<file path="src/rtl/decode_queue_if.sv">
// Handshake bundle between fetch, the decode queue and execute.
// The slave modport is the decode_queue view; master is the fetch/execute side.
interface decode_queue_if #(
   parameter int XLEN  = 32,
   parameter int DEPTH = 4
);
   localparam int LW = $clog2(DEPTH) + 1;

   logic            in_valid;
   logic            in_ready;
   logic [31:0]     in_instr;
   logic [XLEN-1:0] in_pc;
   logic            flush;
   logic            out_valid;
   logic            out_ready;
   logic [XLEN-1:0] out_id;
   logic [XLEN-1:0] out_rs;
   logic [XLEN-1:0] out_rt;
   logic [XLEN-1:0] out_rd;
   logic [XLEN-1:0] out_pc;
   logic            out_illegal;
   logic [LW-1:0]   level;

   modport slave (
      input  in_valid, in_instr, in_pc, flush, out_ready,
      output in_ready, out_valid, out_id, out_rs, out_rt, out_rd, out_pc, out_illegal, level
   );

   modport master (
      output in_valid, in_instr, in_pc, flush, out_ready,
      input  in_ready, out_valid, out_id, out_rs, out_rt, out_rd, out_pc, out_illegal, level
   );
endinterface

</file>
<file path="src/rtl/decode_queue.sv">
// Instruction queue feeding a registered decode stage: buffers raw words from
// fetch and presents the head decoded into ID/rs/rt/rd with an illegal flag.
module decode_queue #(
   parameter int XLEN  = 32,
   parameter int DEPTH = 4
) (
   input logic          clk,
   input logic          reset,
   decode_queue_if.slave bus
);
   localparam int AW = $clog2(DEPTH);
   localparam int LW = AW + 1;
   localparam logic [LW-1:0] FULL_LVL = LW'(DEPTH);

   typedef struct packed {
      logic [XLEN-1:0] id;
      logic [XLEN-1:0] rs;
      logic [XLEN-1:0] rt;
      logic [XLEN-1:0] rd;
      logic            illegal;
   } dec_t;

   function automatic dec_t decode(input logic [31:0] ir);
      logic [5:0] op;
      logic [5:0] fn;
      logic       legal;
      dec_t       d;
      op    = ir[31:26];
      fn    = ir[5:0];
      d     = '0;
      legal = 1'b0;
      case (op) inside
         6'd0:          begin legal = (fn < 6'd4); d.id = XLEN'(fn) + XLEN'(6'd1);  end
         [6'd1:6'd6]:   begin legal = 1'b1;        d.id = XLEN'(op) + XLEN'(6'd4);  end
         6'd7:          begin legal = (fn < 6'd2); d.id = XLEN'(fn) + XLEN'(6'd11); end
         [6'd8:6'd21]:  begin legal = 1'b1;        d.id = XLEN'(op) + XLEN'(6'd5);  end
         default:       begin legal = 1'b0;        d.id = '0;                       end
      endcase
      case (op) inside
         6'd0, 6'd3, 6'd4, 6'd19: begin
            d.rs = XLEN'(ir[25:21]);
            d.rt = XLEN'(ir[20:16]);
            d.rd = XLEN'(ir[15:11]);
         end
         6'd1, 6'd2, 6'd5, 6'd6, 6'd7, [6'd8:6'd15], 6'd20: begin
            d.rs = XLEN'(ir[25:21]);
            d.rt = {{(XLEN-16){ir[15]}}, ir[15:0]};
            d.rd = XLEN'(ir[20:16]);
         end
         [6'd16:6'd18]: begin
            d.rs = XLEN'(ir[25:0]);
         end
         default: begin
            d.rs = '0;
         end
      endcase
      if (legal) begin
         d.illegal = 1'b0;
      end else begin
         d         = '0;
         d.illegal = 1'b1;
      end
      return d;
   endfunction

   logic [31:0]     instr_mem_q [DEPTH];
   logic [31:0]     instr_mem_d [DEPTH];
   logic [XLEN-1:0] pc_mem_q    [DEPTH];
   logic [XLEN-1:0] pc_mem_d    [DEPTH];
   logic [AW-1:0]   wr_ptr_q, wr_ptr_d;
   logic [AW-1:0]   rd_ptr_q, rd_ptr_d;
   logic [LW-1:0]   level_q, level_d;
   logic            out_valid_q, out_valid_d;
   dec_t            out_dec_q, out_dec_d;
   logic [XLEN-1:0] out_pc_q, out_pc_d;

   logic            in_ready_s;
   logic            push_s;
   logic            pop_s;

   // Full queue never accepts, even if the head is leaving this cycle.
   assign in_ready_s = !reset && (level_q < FULL_LVL) && !bus.flush;
   assign push_s     = bus.in_valid && in_ready_s;
   assign pop_s      = (level_q != {LW{1'b0}}) && (!out_valid_q || bus.out_ready) && !bus.flush;

   // Next-state for queue storage, pointers, occupancy and the decode register.
   always_comb begin
      instr_mem_d = instr_mem_q;
      pc_mem_d    = pc_mem_q;
      wr_ptr_d    = wr_ptr_q;
      rd_ptr_d    = rd_ptr_q;
      level_d     = level_q;
      out_valid_d = out_valid_q;
      out_dec_d   = out_dec_q;
      out_pc_d    = out_pc_q;
      if (bus.flush) begin
         wr_ptr_d    = {AW{1'b0}};
         rd_ptr_d    = {AW{1'b0}};
         level_d     = {LW{1'b0}};
         out_valid_d = 1'b0;
      end else begin
         if (push_s) begin
            instr_mem_d[wr_ptr_q] = bus.in_instr;
            pc_mem_d[wr_ptr_q]    = bus.in_pc;
            wr_ptr_d              = wr_ptr_q + AW'(1'b1);
         end else begin
            wr_ptr_d = wr_ptr_q;
         end
         if (pop_s) begin
            rd_ptr_d    = rd_ptr_q + AW'(1'b1);
            out_valid_d = 1'b1;
            out_dec_d   = decode(instr_mem_q[rd_ptr_q]);
            out_pc_d    = pc_mem_q[rd_ptr_q];
         end else if (bus.out_ready) begin
            out_valid_d = 1'b0;
         end else begin
            out_valid_d = out_valid_q;
         end
         case ({push_s, pop_s})
            2'b10:   level_d = level_q + LW'(1'b1);
            2'b01:   level_d = level_q - LW'(1'b1);
            default: level_d = level_q;
         endcase
      end
   end

   // State registers; reset clears storage as well as control.
   always_ff @(posedge clk or posedge reset) begin
      if (reset) begin
         for (int i = 0; i < DEPTH; i++) begin
            instr_mem_q[i] <= 32'd0;
            pc_mem_q[i]    <= '0;
         end
         wr_ptr_q    <= {AW{1'b0}};
         rd_ptr_q    <= {AW{1'b0}};
         level_q     <= {LW{1'b0}};
         out_valid_q <= 1'b0;
         out_dec_q   <= '0;
         out_pc_q    <= '0;
      end else begin
         instr_mem_q <= instr_mem_d;
         pc_mem_q    <= pc_mem_d;
         wr_ptr_q    <= wr_ptr_d;
         rd_ptr_q    <= rd_ptr_d;
         level_q     <= level_d;
         out_valid_q <= out_valid_d;
         out_dec_q   <= out_dec_d;
         out_pc_q    <= out_pc_d;
      end
   end

   assign bus.in_ready    = in_ready_s;
   assign bus.out_valid   = out_valid_q;
   assign bus.out_id      = out_dec_q.id;
   assign bus.out_rs      = out_dec_q.rs;
   assign bus.out_rt      = out_dec_q.rt;
   assign bus.out_rd      = out_dec_q.rd;
   assign bus.out_illegal = out_dec_q.illegal;
   assign bus.out_pc      = out_pc_q;
   assign bus.level       = level_q;
endmodule

</file>
<file path="src/flat_wrapper.sv">
// flat-port wrapper written by rule: the top's interface ports become plain ports
module decode_queue_flat 
#(
   parameter int XLEN  = 32,
   parameter int DEPTH = 4
)
  (clk, reset, bus_in_valid, bus_in_instr, bus_in_pc, bus_flush, bus_out_ready, bus_in_ready, bus_out_valid, bus_out_id, bus_out_rs, bus_out_rt, bus_out_rd, bus_out_pc, bus_out_illegal, bus_level);
  decode_queue_if #(.XLEN(XLEN), .DEPTH(DEPTH)) bus_i ();
  input logic clk;
  input logic reset;
  input wire logic [$bits(bus_i.in_valid)-1:0] bus_in_valid;
  input wire logic [$bits(bus_i.in_instr)-1:0] bus_in_instr;
  input wire logic [$bits(bus_i.in_pc)-1:0] bus_in_pc;
  input wire logic [$bits(bus_i.flush)-1:0] bus_flush;
  input wire logic [$bits(bus_i.out_ready)-1:0] bus_out_ready;
  output wire logic [$bits(bus_i.in_ready)-1:0] bus_in_ready;
  output wire logic [$bits(bus_i.out_valid)-1:0] bus_out_valid;
  output wire logic [$bits(bus_i.out_id)-1:0] bus_out_id;
  output wire logic [$bits(bus_i.out_rs)-1:0] bus_out_rs;
  output wire logic [$bits(bus_i.out_rt)-1:0] bus_out_rt;
  output wire logic [$bits(bus_i.out_rd)-1:0] bus_out_rd;
  output wire logic [$bits(bus_i.out_pc)-1:0] bus_out_pc;
  output wire logic [$bits(bus_i.out_illegal)-1:0] bus_out_illegal;
  output wire logic [$bits(bus_i.level)-1:0] bus_level;
  assign bus_i.in_valid = bus_in_valid;
  assign bus_i.in_instr = bus_in_instr;
  assign bus_i.in_pc = bus_in_pc;
  assign bus_i.flush = bus_flush;
  assign bus_i.out_ready = bus_out_ready;
  assign bus_in_ready = bus_i.in_ready;
  assign bus_out_valid = bus_i.out_valid;
  assign bus_out_id = bus_i.out_id;
  assign bus_out_rs = bus_i.out_rs;
  assign bus_out_rt = bus_i.out_rt;
  assign bus_out_rd = bus_i.out_rd;
  assign bus_out_pc = bus_i.out_pc;
  assign bus_out_illegal = bus_i.out_illegal;
  assign bus_level = bus_i.level;
  decode_queue #(.XLEN(XLEN), .DEPTH(DEPTH)) u_core (.clk(clk), .reset(reset), .bus(bus_i));
endmodule
</file>
<file path="config.mk">
export PLATFORM = sky130hd
export DESIGN_NAME = decode_queue_flat
export DESIGN_NICKNAME = d
export VERILOG_FILES = /design/src/rtl/decode_queue_if.sv /design/src/rtl/decode_queue.sv /design/src/flat_wrapper.sv
export SDC_FILE = /design/constraint.sdc
export NUM_CORES = 1
export LEC_CHECK = 0
export CORE_UTILIZATION = 31
export DETAILED_ROUTE_END_ITERATION = 8
export SYNTH_ARGS = -nofsm -noshare
export SYNTH_HDL_FRONTEND = slang
export SYNTH_SLANG_ARGS = --single-unit
</file>
<file path="constraint.sdc">
create_clock -name clk -period 35.5 [get_ports clk]
set_clock_uncertainty 0.1 [all_clocks]
set_input_delay 5.325 -clock clk [delete_from_list [all_inputs] [get_ports clk]]
set_output_delay 5.325 -clock clk [all_outputs]
set_load 0.01 [all_outputs]
</file>
# Yosys cells after proc, flatten, opt, wreduce, memory -nomap -nowiden
# Cells that the tools add are included.
# classes
magnitude_cmp,13
reduce_logical,24
eq_ne,11
addsub,8
mux,36
bitwise_logic,3
# ops
cell,n
$mux W32,11
$bwmux W128,2
$bmux W32 S2,2
$mux W128,1
$mux W64,2
$demux W32 S2,1
$mux W26,1
$eq A6 B3 Y1 const B,4
$add A6 B3 Y7 const B,2
$eq A6 B2 Y1 const B,2
$eq A6 B5 Y1 const B,2
$le A6 B5 Y1 const B,2
$logic_and A1 B1 Y1,10
$mux W1,10
$reduce_bool A3 Y1,3
$mux W2,4
$add A6 B1 Y7 const B,1
$add A6 B4 Y7 const B,1
$reduce_or A7 Y1,1
$eq A6 B1 Y1 const B,1
$ge A3 B3 Y1 const B,2
$ge A6 B1 Y1 const B,1
$ge A6 B4 Y1 const B,1
$ge A6 B5 Y1 const B,1
21 further kinds,27
# totals
ff_bits,425
output_inout_bits,166

# Logic depth before layout (Yosys ltp)
# logic_depth
ltp_word,13
mapped_depth,13

# Worst setup path before layout
# Ideal clock, no wire load.
# synth_path
path_type,input-to-output
start,in reset
end,out bus_in_ready
arrival_time_ns,5.659
t_required_ns,30.075
stages,1
slack_ns,24.416
path_cell_list,nor3_1
# synth_via
elab_chain_cells,3
# synth_rtl
item,line,source
from (decl),flat_wrapper.sv:10,input logic reset;
$logic_not A1 Y1 (no line),--,
$logic_and A1 B1 Y1 (2 in a row),decode_queue.sv:82,assign in_ready_s = !reset && (level_q < FULL_LVL) && !bus.flush;
to (decl),flat_wrapper.sv:16,output wire logic [$bits(bus_i.in_ready)-1:0] bus_in_ready;
# No other way between the ends.

# Worst setup path in the final report
# layout_path
start,in bus_flush
end,out bus_in_ready
# layout_via
elab_chain_cells,2
# layout_rtl
item,line,source
from (decl),flat_wrapper.sv:14,input wire logic [$bits(bus_i.flush)-1:0] bus_flush;
$logic_not A1 Y1,decode_queue.sv:82,
$logic_and A1 B1 Y1,decode_queue.sv:82,
# No other way between the ends.

==> impl_metrics.json <==
{
  "run_status": "complete, no violations",
  "cp.arrival_ns": 6.82,
  "vdd_drop_max_mv": 0.0411,
  "worst_slew_pin_slew_ns": 1.32,
  "rsz0062_at_grt": "no",
  "fin_ws_ns": 23.25,
  "hold_viol_final": 0,
  "fin_setup_tns_ns": 0,
  "clk_path_buf_depth": 3,
  "htreeDepth": 2,
  "syn_area_per_cell_um2": 14.2,
  "synth_edf_count": 0,
  "fmax_mhz": 81.6,
  "syn_to_final_growth_pct": 22.6,
  "design_power_total_w": 0.00169,
  "worstSetupPathType": "in -> out",
  "insertion_delay_ns": 0.55,
  "grt_usage_pct": 14.5,
  "postRouteWirelength_um": 37100,
  "reg2reg_to": "u_core.bus.out_rs[4]",
  "dieArea_mm2": 0.0524,
  "synth_area_leaders": "dfrtp_1 55%, mux2_2 19%, mux4_2 8.6%, buf_4 3.5%, nand2_1 2.8%",
  "yosys_warnings": 0,
  "ys_dominant_reg_cell": "dfrtp_1",
  "crit_end": "bus_in_ready",
  "worstPathRequired_ns": 30.08,
  "cts_setup_buffers": 0,
  "clock-root-buffer": "clkbuf_16",
  "grt_max_degree": 154,
  "die_h_um": 229,
  "synth_top_cell_by_area": "dfrtp_1",
  "drtAntennaViolNets": 0,
  "first_pass_iters": 4,
  "relSlewSlack_pct": 12.1,
  "start_util_pct": 31.6,
  "drive_gt1_share_pct": 32.2,
  "start_kind": "input pin",
  "setup_viol": 0,
  "ios": 235,
  "hold_class": "reg -> reg",
  "postLayoutCoreUtil_pct": 38.7,
  "cts_tree": "yes",
  "worst_setup_path_end_kind": "output port",
  "cts_buffers": 41,
  "route.detailed.drc": 0,
  "r2r_slack_ns": 30.09,
  "hold_slack_ns": 0.370,
  "hold_buffers": 0,
  "antenna_found_initial": 2,
  "power.density_mw_per_mm2": 86.3,
  "fp-row-count": 82,
  "synth_top_area_share_pct": 55.0,
  "r2r_cells": 10,
  "clk_pin_slew_worst_paths_ns": 0.06,
  "seq_area_frac_synth_pct": 55.0,
  "grt_pass1_vias": 10100,
  "vias_per_cell": 4.76,
  "diodes": 0,
  "place_congestion": 0.789,
  "maxCapViolCount": 0,
  "nets": 1358,
  "core_mm2": 0.0505,
  "fin_crit_ns": 12.25,
  "synthArstFlopShare_pct": 100,
  "portBuffers": 176,
  "hpwl_um": 23000,
  "p_leak_nw": 8.88,
  "critical_path.max_fanout": 12,
  "grt_overflow": 0,
  "cts_resized": 0,
  "r2r-start": "u_core.rd_ptr_q[0]",
  "wire_per_inst_um": 18.8,
  "slew_viol_final": 0,
  "synthCells": 1120,
  "ys_ff_latch": 351,
  "crit_start": "bus_flush",
  "die_x_um": 229,
  "synth_cell_types": 55,
  "place_ws_ns": 23.24,
  "num_vias": 9410,
  "cts_sinks": 351,
  "grt_pass1_wl_um": 59600,
  "period_share_pct": 34.5,
  "drt_iter0_drc": 490,
  "syn_area_mm2": 0.0160
}
-- cells in the mapped netlist, types with 4 or more instances --
| cell | instances |
|---|---|
| dfrtp_1 | 351 |
| nor2_1 | 16 |
| mux4_2 | 61 |
| mux2_2 | 266 |
| xnor2_1 | 7 |
| clkbuf_1 | 44 |
| a21oi_1 | 8 |
| or3_1 | 4 |
| ha_1 | 15 |
| a221o_1 | 5 |
| inv_1 | 11 |
| a32o_1 | 4 |
| o21ai_0 | 8 |
| buf_4 | 74 |
| buf_2 | 6 |
| nand2_1 | 117 |
| xor2_1 | 5 |
| a22o_1 | 44 |
| buf_1 | 9 |
| nand2b_1 | 5 |
| and2_1 | 7 |
-- area by class of cell --
class,count,area [um^2]
Tap cell,672,841
Timing Repair Buffer,189,1870
Multi-Input combinational cell,679,6570
Fill cell,4794,30900
Sequential cell,351,8790
Clock inverter,14,228
Clock buffer,59,1210
Inverter,11,48.8
-- report_power, final --
group          switching (W)  total [W]  internal (W)  leakage (nW)
clock network       0.000167   0.000446      0.000279         0.708
registers          0.0000832   0.000614      0.000530          4.61
logic               0.000297   0.000628      0.000331          3.57
-- logic make-up after synthesis --
kind of cell / after synthesis / synth area share, %
adder cells (fa/ha/maj): 16 / 1.30
XOR/XNOR: 12 / 0.659
AO/OA/AOI/OAI: 95 / 5.14
multiplexers: 332 / 28.0
flip-flops: 351 / 55.0
buffers and inverters: 147 / 5.39
AND/OR/NAND/NOR: 166 / 4.45
other: 1 / 0.0235
-- how the worst min path moves through the flow --
stage / start / endpoint / slack (ns) / cells past startpoint
after floorplan: u_core.instr_mem_q[68] / u_core.instr_mem_q[68] / 0.37 / 1
after global placement: u_core.bus.out_pc[19] / u_core.bus.out_pc[19] / 0.36 / 2
after detailed placement: u_core.bus.out_pc[21] / u_core.bus.out_pc[21] / 0.36 / 2
after CTS: u_core.bus.out_pc[7] / u_core.bus.out_pc[7] / 0.38 / 2
after global routing: u_core.bus.out_pc[14] / u_core.bus.out_pc[14] / 0.40 / 2
final: u_core.bus.out_pc[4] / u_core.bus.out_pc[4] / 0.37 / 2
-- sequential cells by signal (all words and copies together), names as in the netlist, 2 cells and up --
signal,count
u_core.bus.out_rd,5
u_core.instr_mem_q,128
u_core.bus.level,3
u_core.rd_ptr_q,2
u_core.bus.out_pc,32
u_core.bus.out_rt,16
u_core.bus.out_id,7
u_core.pc_mem_q,128
u_core.wr_ptr_q,2
u_core.bus.out_rs,26
-- metal layers --
metal | vias to the layer above | track usage [%] | part of all wire (%)
met5 | - | 0 | 0.062
met4 | 4 | 4.35 | 2.2
met3 | 55 | 3.62 | 5.6
met2 | 246 | 24.0 | 48
met1 | 4874 | 18.6 | 44
li1 | 4231 | - | -
-- through the flow --
step / std cells / area [um^2]
finish: 1975 / 19600
global route: 1975 / 19600
CTS: 1975 / 19600
detailed placement: 1902 / 18100
global placement: 1902 / 18100
floorplan: 1177 / 16200
-- placed cells by master (no fill, tap or decap), drive strengths merged, types with 6 or more instances in the layout --
cell           netlist  routed
a21oi                8       8
a22o                44      44
and2                 9       9
buf                 92      13
bufinv               0       6
clkbuf              44      59
clkdlybuf4s50        0     176
clkinv               0       6
conb                 1      58
dfrtp              351     351
ha                  15      15
inv                 11      13
mux2               266     266
mux4                64      64
nand2              117     117
nor2                17      17
o21ai                8       8
xnor2                7       7
-- worst max-delay path, stage by stage --
cell	delay [ns]
clkdlybuf4s50_1	0.65
nor3_1	0.28
clkdlybuf4s50_1	0.58
Note: power is estimated with default switching activity, not from simulation.
